**src/rtl/pwm_multi_channel.sv**
```systemverilog
// Multi-channel PWM generator: one shared prescaler and period counter, N channels with
// period-boundary duty updates and an optional triangular "breathe" brightness ramp.
module pwm_multi_channel #(
  parameter int CHANNELS = 4,
  parameter int RES_BITS = 8,
  parameter int PRESCALE = 390,
  parameter int CH_BITS  = 2
) (
  input  logic                clk_100MHz,
  input  logic                rst_n,
  input  logic                wr_en,
  input  logic [CH_BITS-1:0]  wr_ch,
  input  logic [RES_BITS-1:0] wr_duty,
  input  logic                wr_breathe,
  output logic [CHANNELS-1:0] pwm_out,
  output logic                period_start
);

  // A one-bit prescaler is kept even for PRESCALE = 1 so the width is never zero.
  localparam int PRE_W = (PRESCALE > 1) ? $clog2(PRESCALE) : 1;

  logic [PRE_W-1:0]    pre_cnt;
  logic [RES_BITS-1:0] cnt;
  logic                tick;
  logic                boundary;

  logic [RES_BITS-1:0] pending_duty [CHANNELS];
  logic [RES_BITS-1:0] active_duty  [CHANNELS];
  logic [CHANNELS-1:0] pending_mode;
  logic [CHANNELS-1:0] dir;

  assign tick     = (pre_cnt == PRE_W'(PRESCALE - 1));
  assign boundary = tick && (cnt == '1);

  always_ff @(posedge clk_100MHz or negedge rst_n) begin
    if (!rst_n) begin
      pre_cnt      <= '0;
      cnt          <= '0;
      period_start <= 1'b0;
    end else begin
      if (tick) begin
        pre_cnt <= '0;
        cnt     <= cnt + RES_BITS'(1);
      end else begin
        pre_cnt <= pre_cnt + PRE_W'(1);
      end
      period_start <= boundary;
    end
  end

  // The boundary load reads pending values from before this edge, so a write landing
  // on the boundary clock is held over to the following boundary.
  always_ff @(posedge clk_100MHz or negedge rst_n) begin
    if (!rst_n) begin
      for (int i = 0; i < CHANNELS; i++) begin
        pending_duty[i] <= '0;
        active_duty[i]  <= '0;
      end
      pending_mode <= '0;
      dir          <= '1;
      pwm_out      <= '0;
    end else begin
      for (int i = 0; i < CHANNELS; i++) begin
        pwm_out[i] <= (cnt < active_duty[i]);
        if (boundary) begin
          if (!pending_mode[i]) begin
            active_duty[i] <= pending_duty[i];
            dir[i]         <= 1'b1;
          end else if (dir[i]) begin
            if (active_duty[i] < pending_duty[i]) begin
              active_duty[i] <= active_duty[i] + RES_BITS'(1);
            end else begin
              active_duty[i] <= pending_duty[i];
              dir[i]         <= 1'b0;
            end
          end else begin
            if (active_duty[i] != '0) begin
              active_duty[i] <= active_duty[i] - RES_BITS'(1);
            end else begin
              dir[i] <= 1'b1;
            end
          end
        end
        if (wr_en && (wr_ch == CH_BITS'(i))) begin
          pending_duty[i] <= wr_duty;
          pending_mode[i] <= wr_breathe;
        end
      end
    end
  end

endmodule

```
**config.mk**
```make
export PLATFORM = sky130hd
export DESIGN_NAME = pwm_multi_channel
export DESIGN_NICKNAME = d
export VERILOG_FILES = /design/src/rtl/pwm_multi_channel.sv
export SDC_FILE = /design/constraint.sdc
export NUM_CORES = 1
export LEC_CHECK = 0
export ABC_AREA = 1
export CORE_MARGIN = 5
export CORE_UTILIZATION = 65
export CTS_BUF_LIST = sky130_fd_sc_hd__clkbuf_2 sky130_fd_sc_hd__clkbuf_4 sky130_fd_sc_hd__clkbuf_8
export DETAILED_ROUTE_END_ITERATION = 10
export PLACE_DENSITY = 0.8
export SYNTH_ARGS = -nofsm -noshare
export SYNTH_HDL_FRONTEND = slang
export SYNTH_SLANG_ARGS = --single-unit
```
**constraint.sdc**
```tcl
create_clock -name clk_100MHz -period 2.3 [get_ports clk_100MHz]
set_input_delay 0.69 -clock clk_100MHz [delete_from_list [all_inputs] [get_ports clk_100MHz]]
set_output_delay 0.69 -clock clk_100MHz [all_outputs]
set_load 0.01 [all_outputs]
```
==> results of run 1 <==
==> layout make-up <==
class,count,share of cell area
multi-input cells,750,0.536
flip-flops and latches,94,0.305
inverters,139,0.0676
repair buffers,34,0.0402
well taps,140,0.0227
clock buffers,12,0.0206
clock inverters,4,0.00713
==> logic make-up (layout without fill, tap and decap cells) <==
group / count (synthesis) / count (layout)
muxes: 1 / 1
AOI/OAI and AO/OA: 156 / 156
xor gates and xnor gates: 27 / 27
and+or+nand+nor: 495 / 495
adders and majority gates: 71 / 71
buffers and inverters: 156 / 189
DFF: 94 / 94
==> cells in the mapped netlist (5+ instances only) <==
master    instances  share of area
nand2_1         279           0.15
inv_1           129          0.068
nand3_1          96          0.068
dfrtp_1          90           0.32
nor2_1           73          0.039
ha_1             71           0.13
o21ai_0          70          0.049
a21oi_1          62          0.044
xor2_1           24          0.030
clkbuf_1         13         0.0069
nand4_1          11         0.0097
nor3_1            9         0.0064
inv_2             7         0.0037
a21boi_1          6         0.0064
nor2_4            6         0.0095
o211ai_1          5         0.0053
==> how the worst max path moves through the flow <==
| stage | from | end | slack [ns] | cells past startpoint |
|---|---|---|---|---|
| CTS | pre_cnt[1] | active_duty[29] | 0.29 | 10 |
| global route | active_duty[29] | active_duty[31] | 0.1 | 10 |
| global placement | wr_en | pending_duty[11] | 0.32 | 4 |
| detailed placement | wr_en | pending_mode[2] | 0.25 | 3 |
| finish | pending_duty[21] | active_duty[21] | 0.28 | 11 |
| floorplan | pre_cnt[1] | active_duty[29] | 0.62 | 10 |
==> stage by stage <==
step                      hold slack, ns  area, µm²  utilization  setup slack, ns
after floorplan                    0.394       7090            -            0.617
after global placement             0.469       7500        0.698            0.321
after detailed placement           0.483       7500        0.698            0.246
after CTS                          0.120       7720        0.718            0.293
after global routing               0.112       7720        0.718           0.0960
final                              0.125       7720        0.718            0.285
==> layer usage <==
| metal | GRT usage | vias up | part of all wire | routed length [µm] |
|---|---|---|---|---|
| met1 | 0.409 | 3043 | 0.46 | 8190 |
| met4 | 0.101 | 0 | 0.025 | 455 |
| met3 | 0.0455 | 48 | 0.064 | 1140 |
| li1 | - | 3314 | - | - |
| met2 | 0.447 | 224 | 0.45 | 8070 |
| met5 | 0 | - | 0 | 0 |
==> where the power goes <==
| group | leakage [nW] | switching, mW | internal [mW] |
|---|---|---|---|
| Sequential | 1.23 | 0.124 | 1.75 |
| Combinational | 2.82 | 0.341 | 0.182 |
| Clock | 0.106 | 0.625 | 0.579 |
| Total | 4.16 | 1.09 | 2.51 |
==> sequential cells by signal (all words and copies together), names as in the netlist <==
signal,count
period_start,1
pre_cnt,9
pending_mode,4
pending_duty,32
dir,4
active_duty,32
pwm_out,4
cnt,8
==> worst max-delay path, delay by kind of cell (launching register included) <==
kind | cells | cell delay [ns]
buffers and inverters | 2 | 0.11
adders and majority gates | 1 | 0.30
and+or+nand+nor | 6 | 0.72
AOI/OAI and AO/OA | 2 | 0.33
DFF | 1 | 0.44
==> results by group, run 1 <==
CTS
  – Num CTS Buffers: 9
  – H-tree Lvls: 3
  – CTS Sinks: 94
  – Clock slew at reported path FFs: 0.10 ns
  – Worst-Skew Late Latency: 0.38 ns
  – Gates resized, CTS repair: 0
  – Post-CTS Hold Fix Bufs: 0
  – CTS tree: built
  – Setup Fix Bufs, Post-CTS: 0
  – CTS Root Cell: clkbuf_8
  – CTS Buffer Depth: 2

Status
  – Outcome: finished, final reports clean

Critical path
  – CP Capture Type: flop
  – Worst R2R End: active_duty[21]
  – Critical path arrival: 2.30 ns
  – Worst Setup Path Type: flop to flop
  – Worst EP required: 2.59 ns
  – Setup slack, reg-to-reg: 0.28 ns
  – Most frequent CP cell: nand2_1
  – CP Cell Sequence: inv_1 -> ha_1 -> a21oi_1 -> o21a_1 -> nand2_1 -> nand2_1 -> nand2_1 -> nand2_1 -> nand3_1 -> nand2_1 -> inv_1
  – Largest stage delay on the critical path: 0.44 ns
  – CP max stage cell: dfrtp_1
  – Worst R2R Path Depth: 11
  – Reg2reg start: pending_duty[21]
  – Worst Setup Start Kind: flop
  – Critical-path maximum fanout: 6

Hold path
  – Min-Delay Path Class: input pin to asynchronous set/reset pin

Floorplan
  – Io pins: 19
  – Rows: 38
  – Initial Utilization: 0.659
  – Die Wd: 114 µm
  – Core box area: 10,700 µm²
  – Die Ht: 114 µm
  – Die ar.: 13,100 µm²

Synth
  – Mean Syn Cell Area: 7.09 µm²
  – Post-synth cell types: 37
  – Post-synth top flop: dfrtp_1
  – Synth warn: 0
  – Async set or reset register ratio after synthesis: 1.00
  – Post-synthesis mux area share: 0.00141
  – #FFs+latches synth: 94
  – Post-Synth Simple-Gate Area: 0.306
  – Sequential-to-total area share from yosys stat: 0.333
  – Post-synthesis adder-cell area fraction: 0.125
  – Syn Inst Count: 1,000
  – Number of flops mapped to enable cells by yosys: 0
  – Compound-cell area share of the yosys netlist: 0.118
  – Syn nets: 1,085
  – Largest family of logic cells by synthesized area: simple AND/OR/NAND/NOR gates
  – Post-Syn Area: 7090 µm²
  – Post-Synth XOR/XNOR Area: 0.0334

Timing
  – Final period utilization: 0.876
  – Final Hold Viols: 0
  – RSZ-0062 raised after global routing: false
  – Worst relative slew slack: 0.543
  – Fin Setup TNS: 0 ns
  – Max Freq: 496 MHz
  – Final Setup Violations: 0
  – Fin. max-slew vios: 0
  – Minimum clock period: 2.02 ns
  – Worst clock skew: 0.0135 ns
  – Slew @ Worst Pin: 0.683 ns

Global route
  – First-pass GRT wire length: 30,000 µm
  – GRT Total Usage: 0.288
  – Largest net degree at the start of global routing: 62
  – GRT overflow: 0
  – Vias in the first global route: 6,166
  – Initial antenna violation count: 0

Detailed routing
  – Antenna-violating nets left: 0
  – Post-DR wirelength/cell: 15.2 µm
  – DRC viols: 0
  – DR vias/cell: 5.65
  – Initial drt markers: 531
  – Via count: 6,629
  – DRT Wirelength: 17,900 µm
  – DRT Pass-1 Iters: 5

Layout
  – Sequential Area: 2360 µm²
  – Nets: 1,113
  – Area of the multi-input gates: 4140 µm²
  – ANT cells: 0
  – Filler cell count: 929
  – Share of layout cells above drive strength 1: 0.0600
  – Layout Cells excl Fill: 1,173
  – Most frequent cells in the layout: 279 x nand2_1, 129 x inv_1, 96 x nand3_1
  – Layout area overhead: 8.90%
  – Most common cell after layout, fill and taps aside: nand2_1

Power and ir drop
  – Leak pwr: 4.16 nW
  – Total chip power: 3.60 mW
  – Pwr Density: 467 nW/µm²
  – VDD IR max: 0.380 mV

Place
  – Gpl congestion: 0.953
  – Detailed-placement wirelength estimate: 13,200 µm
  – Dpl cells: 1,157
  – Port Buf Inserts: 18

Run
  – Max-capacitance violation count: 0
Power figures use the tool's default switching activity.
==> inputs of run 2 (changes only) <==
==> config.mk (replaced) <==
export PLATFORM = sky130hd
export DESIGN_NAME = pwm_multi_channel
export DESIGN_NICKNAME = d
export VERILOG_FILES = /design/src/rtl/pwm_multi_channel.sv
export SDC_FILE = /design/constraint.sdc
export NUM_CORES = 1
export LEC_CHECK = 0
export ABC_AREA = 1
export CORE_MARGIN = 10
export CORE_UTILIZATION = 63
export DETAILED_ROUTE_END_ITERATION = 10
export GPL_ROUTABILITY_DRIVEN = 0
export PLACE_DENSITY = 0.78
export SYNTH_ARGS = -nofsm -noshare
export SYNTH_HDL_FRONTEND = slang
export SYNTH_SLANG_ARGS = --single-unit
==> results by group, run 2 (synthesis results as in run 1) <==
CTS
  – Post-CTS Hold Fix Bufs: 0 (unchanged)
  – CTS Buffer Depth: 2 (unchanged)
  – Setup Fix Bufs, Post-CTS: 0 (unchanged)
  – Num CTS Buffers: 9 (unchanged)
  – CTS tree: built
  – CTS Root Cell: clkbuf_16
  – Gates resized, CTS repair: 0 (unchanged)
  – H-tree Lvls: 3 (unchanged)
  – Clock slew at reported path FFs: 0.07 ns (-0.03 ns)
  – Worst-Skew Late Latency: 0.37 ns (about the same)
  – CTS Sinks: 94 (unchanged)

Layout
  – Area of the multi-input gates: 4140 µm² (unchanged)
  – Nets: 1,111 (-0.18%)
  – Layout Cells excl Fill: 1,171 (-0.17%)
  – Biggest regs: active_duty (32), pending_duty (32), pre_cnt (9)
  – Layout area overhead: 9.73%
  – ANT cells: 0 (unchanged)
  – Share of layout cells above drive strength 1: 0.0582 (-0.00182)
  – Filler cell count: 899 (-3.2%)
  – Core Util, Final: 0.711 (-0.00711)
  – Sequential Area: 2360 µm² (unchanged)
  – Post-route cell area: 7770 µm² (+0.76%)
  – Most frequent cells in the layout: 279 x nand2_1, 129 x inv_1, 96 x nand3_1
  – Most common cell after layout, fill and taps aside: nand2_1

Power and ir drop
  – Share of power burned in registers: 0.487 (-0.034)
  – Gate power share: 0.137 (-0.008)
  – Pwr Density: 493 nW/µm² (+5.6%)
  – Leak pwr: 4.17 nW (+0.37%)
  – Clock Power Share: 0.376 (+0.042)
  – VDD IR max: 0.384 mV (+1.1%)
  – Total chip power: 3.83 mW (+6.4%)
  – Power Internal: 2.67 mW (+6.4%)
  – Switching portion of total power: 0.303 (about the same)
  – Net Sw Power: 1.16 mW (+6.5%)

Place
  – Dpl ws: 0.245 ns (-0.000563 ns)
  – Dpl cells: 1,155 (-0.17%)
  – Detailed-placement wirelength estimate: 13,100 µm (-1.2%)
  – Cell Area, Placed: 7500 µm² (about the same)
  – Port Buf Inserts: 18 (unchanged)

Floorplan
  – Initial Utilization: 0.648 (-0.0115)
  – Die ar.: 15,900 µm² (+21%)
  – Rows: 38 (unchanged)
  – Die Ht: 126 µm (+10%)
  – Io pins: 19 (unchanged)
  – Die Wd: 126 µm (+10%)
  – Core box area: 10,900 µm² (+1.8%)

Critical path
  – Setup slack, reg-to-reg: 0.20 ns (-0.08 ns)
  – Reg2reg start: pending_duty[15]
  – CP Capture Type: flop
  – Worst Setup Path Type: flop to flop
  – Worst EP required: 2.60 ns (about the same)
  – Worst R2R End: active_duty[11]
  – Critical path arrival: 2.39 ns (+0.09 ns)
  – CP max stage cell: dfrtp_1
  – Setup crit start: pending_duty[15]
  – Family with the most delay on the worst path: simple AND/OR/NAND/NOR gates
  – CP Cell Sequence: inv_1 -> ha_1 -> a21oi_1 -> o21a_1 -> nand2_1 -> nor2_1 -> nand2_1 -> nand3_1 -> nand3_1 -> nand2_1
  – Most frequent CP cell: nand2_1
  – Worst Setup Start Kind: flop
  – Largest stage delay on the critical path: 0.42 ns (-0.02 ns)
  – Critical-path maximum fanout: 7 (+1)
  – Worst path depth: 10 (-1)
  – Worst R2R Path Depth: 10 (-1)
  – Buffer and inverter count on the worst path: 1 (-1)
  – Worst Setup EP: active_duty[11]

Detailed routing
  – Via count: 6,674 (+0.68%)
  – DRC viols: 0 (unchanged)
  – Top sig layer: met4
  – DRT Pass-1 Iters: 5 (unchanged)
  – Post-DR wirelength/cell: 15.4 µm (+1.3%)
  – DR vias/cell: 5.70 (+0.85%)
  – Met2 routed WL: 8320 µm (+3.2%)
  – WL met1: 8300 µm (+1.4%)
  – Initial drt markers: 571 (+7.5%)
  – DRT Wirelength: 18,100 µm (+1.2%)
  – Met3 wire length: 1170 µm (+2.5%)
  – Antenna-violating nets left: 0 (unchanged)

Timing
  – Final period utilization: 0.911 (+0.0347)
  – Worst relative slew slack: 0.612 (+0.0697)
  – Minimum clock period: 2.10 ns (+0.0799 ns)
  – Max Freq: 477 MHz (-3.8%)
  – Worst clock skew: 0.0114 ns (-0.00205 ns)
  – Min Hold Slack: 0.277 ns (+0.152 ns)
  – Final Setup Violations: 0 (unchanged)
  – Final WS setup: 0.205 ns (-0.0799 ns)
  – Slew @ Worst Pin: 0.579 ns (-0.104 ns)
  – Final Hold Viols: 0 (unchanged)
  – RSZ-0062 raised after global routing: false
  – Fin Setup TNS: 0 ns (unchanged)
  – Fin. max-slew vios: 0 (unchanged)

Run
  – Max-capacitance violation count: 0 (unchanged)

Status
  – Outcome: finished, final reports clean

Global route
  – GRT Total Usage: 0.227 (-0.0610)
  – Vias in the first global route: 6,002 (-2.7%)
  – GRT overflow: 0 (unchanged)
  – First-pass GRT wire length: 29,900 µm (-0.35%)
  – Initial antenna violation count: 0 (unchanged)
  – Largest net degree at the start of global routing: 39 (-37%)

Hold path
  – Min-Delay Path Class: input pin to asynchronous set/reset pin
## run 2: cell count changes in the layout (fill, tap and decap cells not counted), sizes merged
cell,change
buf,-2
inv,+1
bufinv,-1
clkinvlp,+2
clkinv,+1
clkbuf,-3
## run 2: how the worst min path moves through the flow
| stage | to | start | slack [ns] |
|---|---|---|---|
| detailed placement | pending_duty[18] | pending_duty[18] | 0.48 |
| global placement | pending_duty[6] | pending_duty[6] | 0.47 |
| floorplan | active_duty[0] | rst_n | 0.39 |
| finish | pre_cnt[4] | rst_n | 0.28 |
| global route | active_duty[10] | rst_n | 0.31 |
| CTS | pre_cnt[4] | rst_n | 0.29 |
## run 2: per-layer routing
metal	GRT usage	vias up
met2	0.363	257
met1	0.311	3084
met5	0	-
met4	0.0730	0
li1	-	3308
met3	0.0285	25
## run 2: final cells by class
| type | instances | area share |
|---|---|---|
| multi-input combinational | 750 | 0.532 |
| sequential | 94 | 0.303 |
| inverter | 139 | 0.0671 |
| timing repair buffer | 32 | 0.0396 |
| clock buffer | 9 | 0.0290 |
| tap | 140 | 0.0225 |
| clock inverter | 7 | 0.00644 |
## run 2: power groups by stage
stage	Combinational (mW)	Clock, mW	Sequential [mW]
floorplan	0.381	0	1.84
global placement	0.502	0	1.89
detailed placement	0.523	0	1.89
CTS	0.528	1.44	1.86
global route	0.612	1.51	1.88
finish	0.527	1.44	1.87
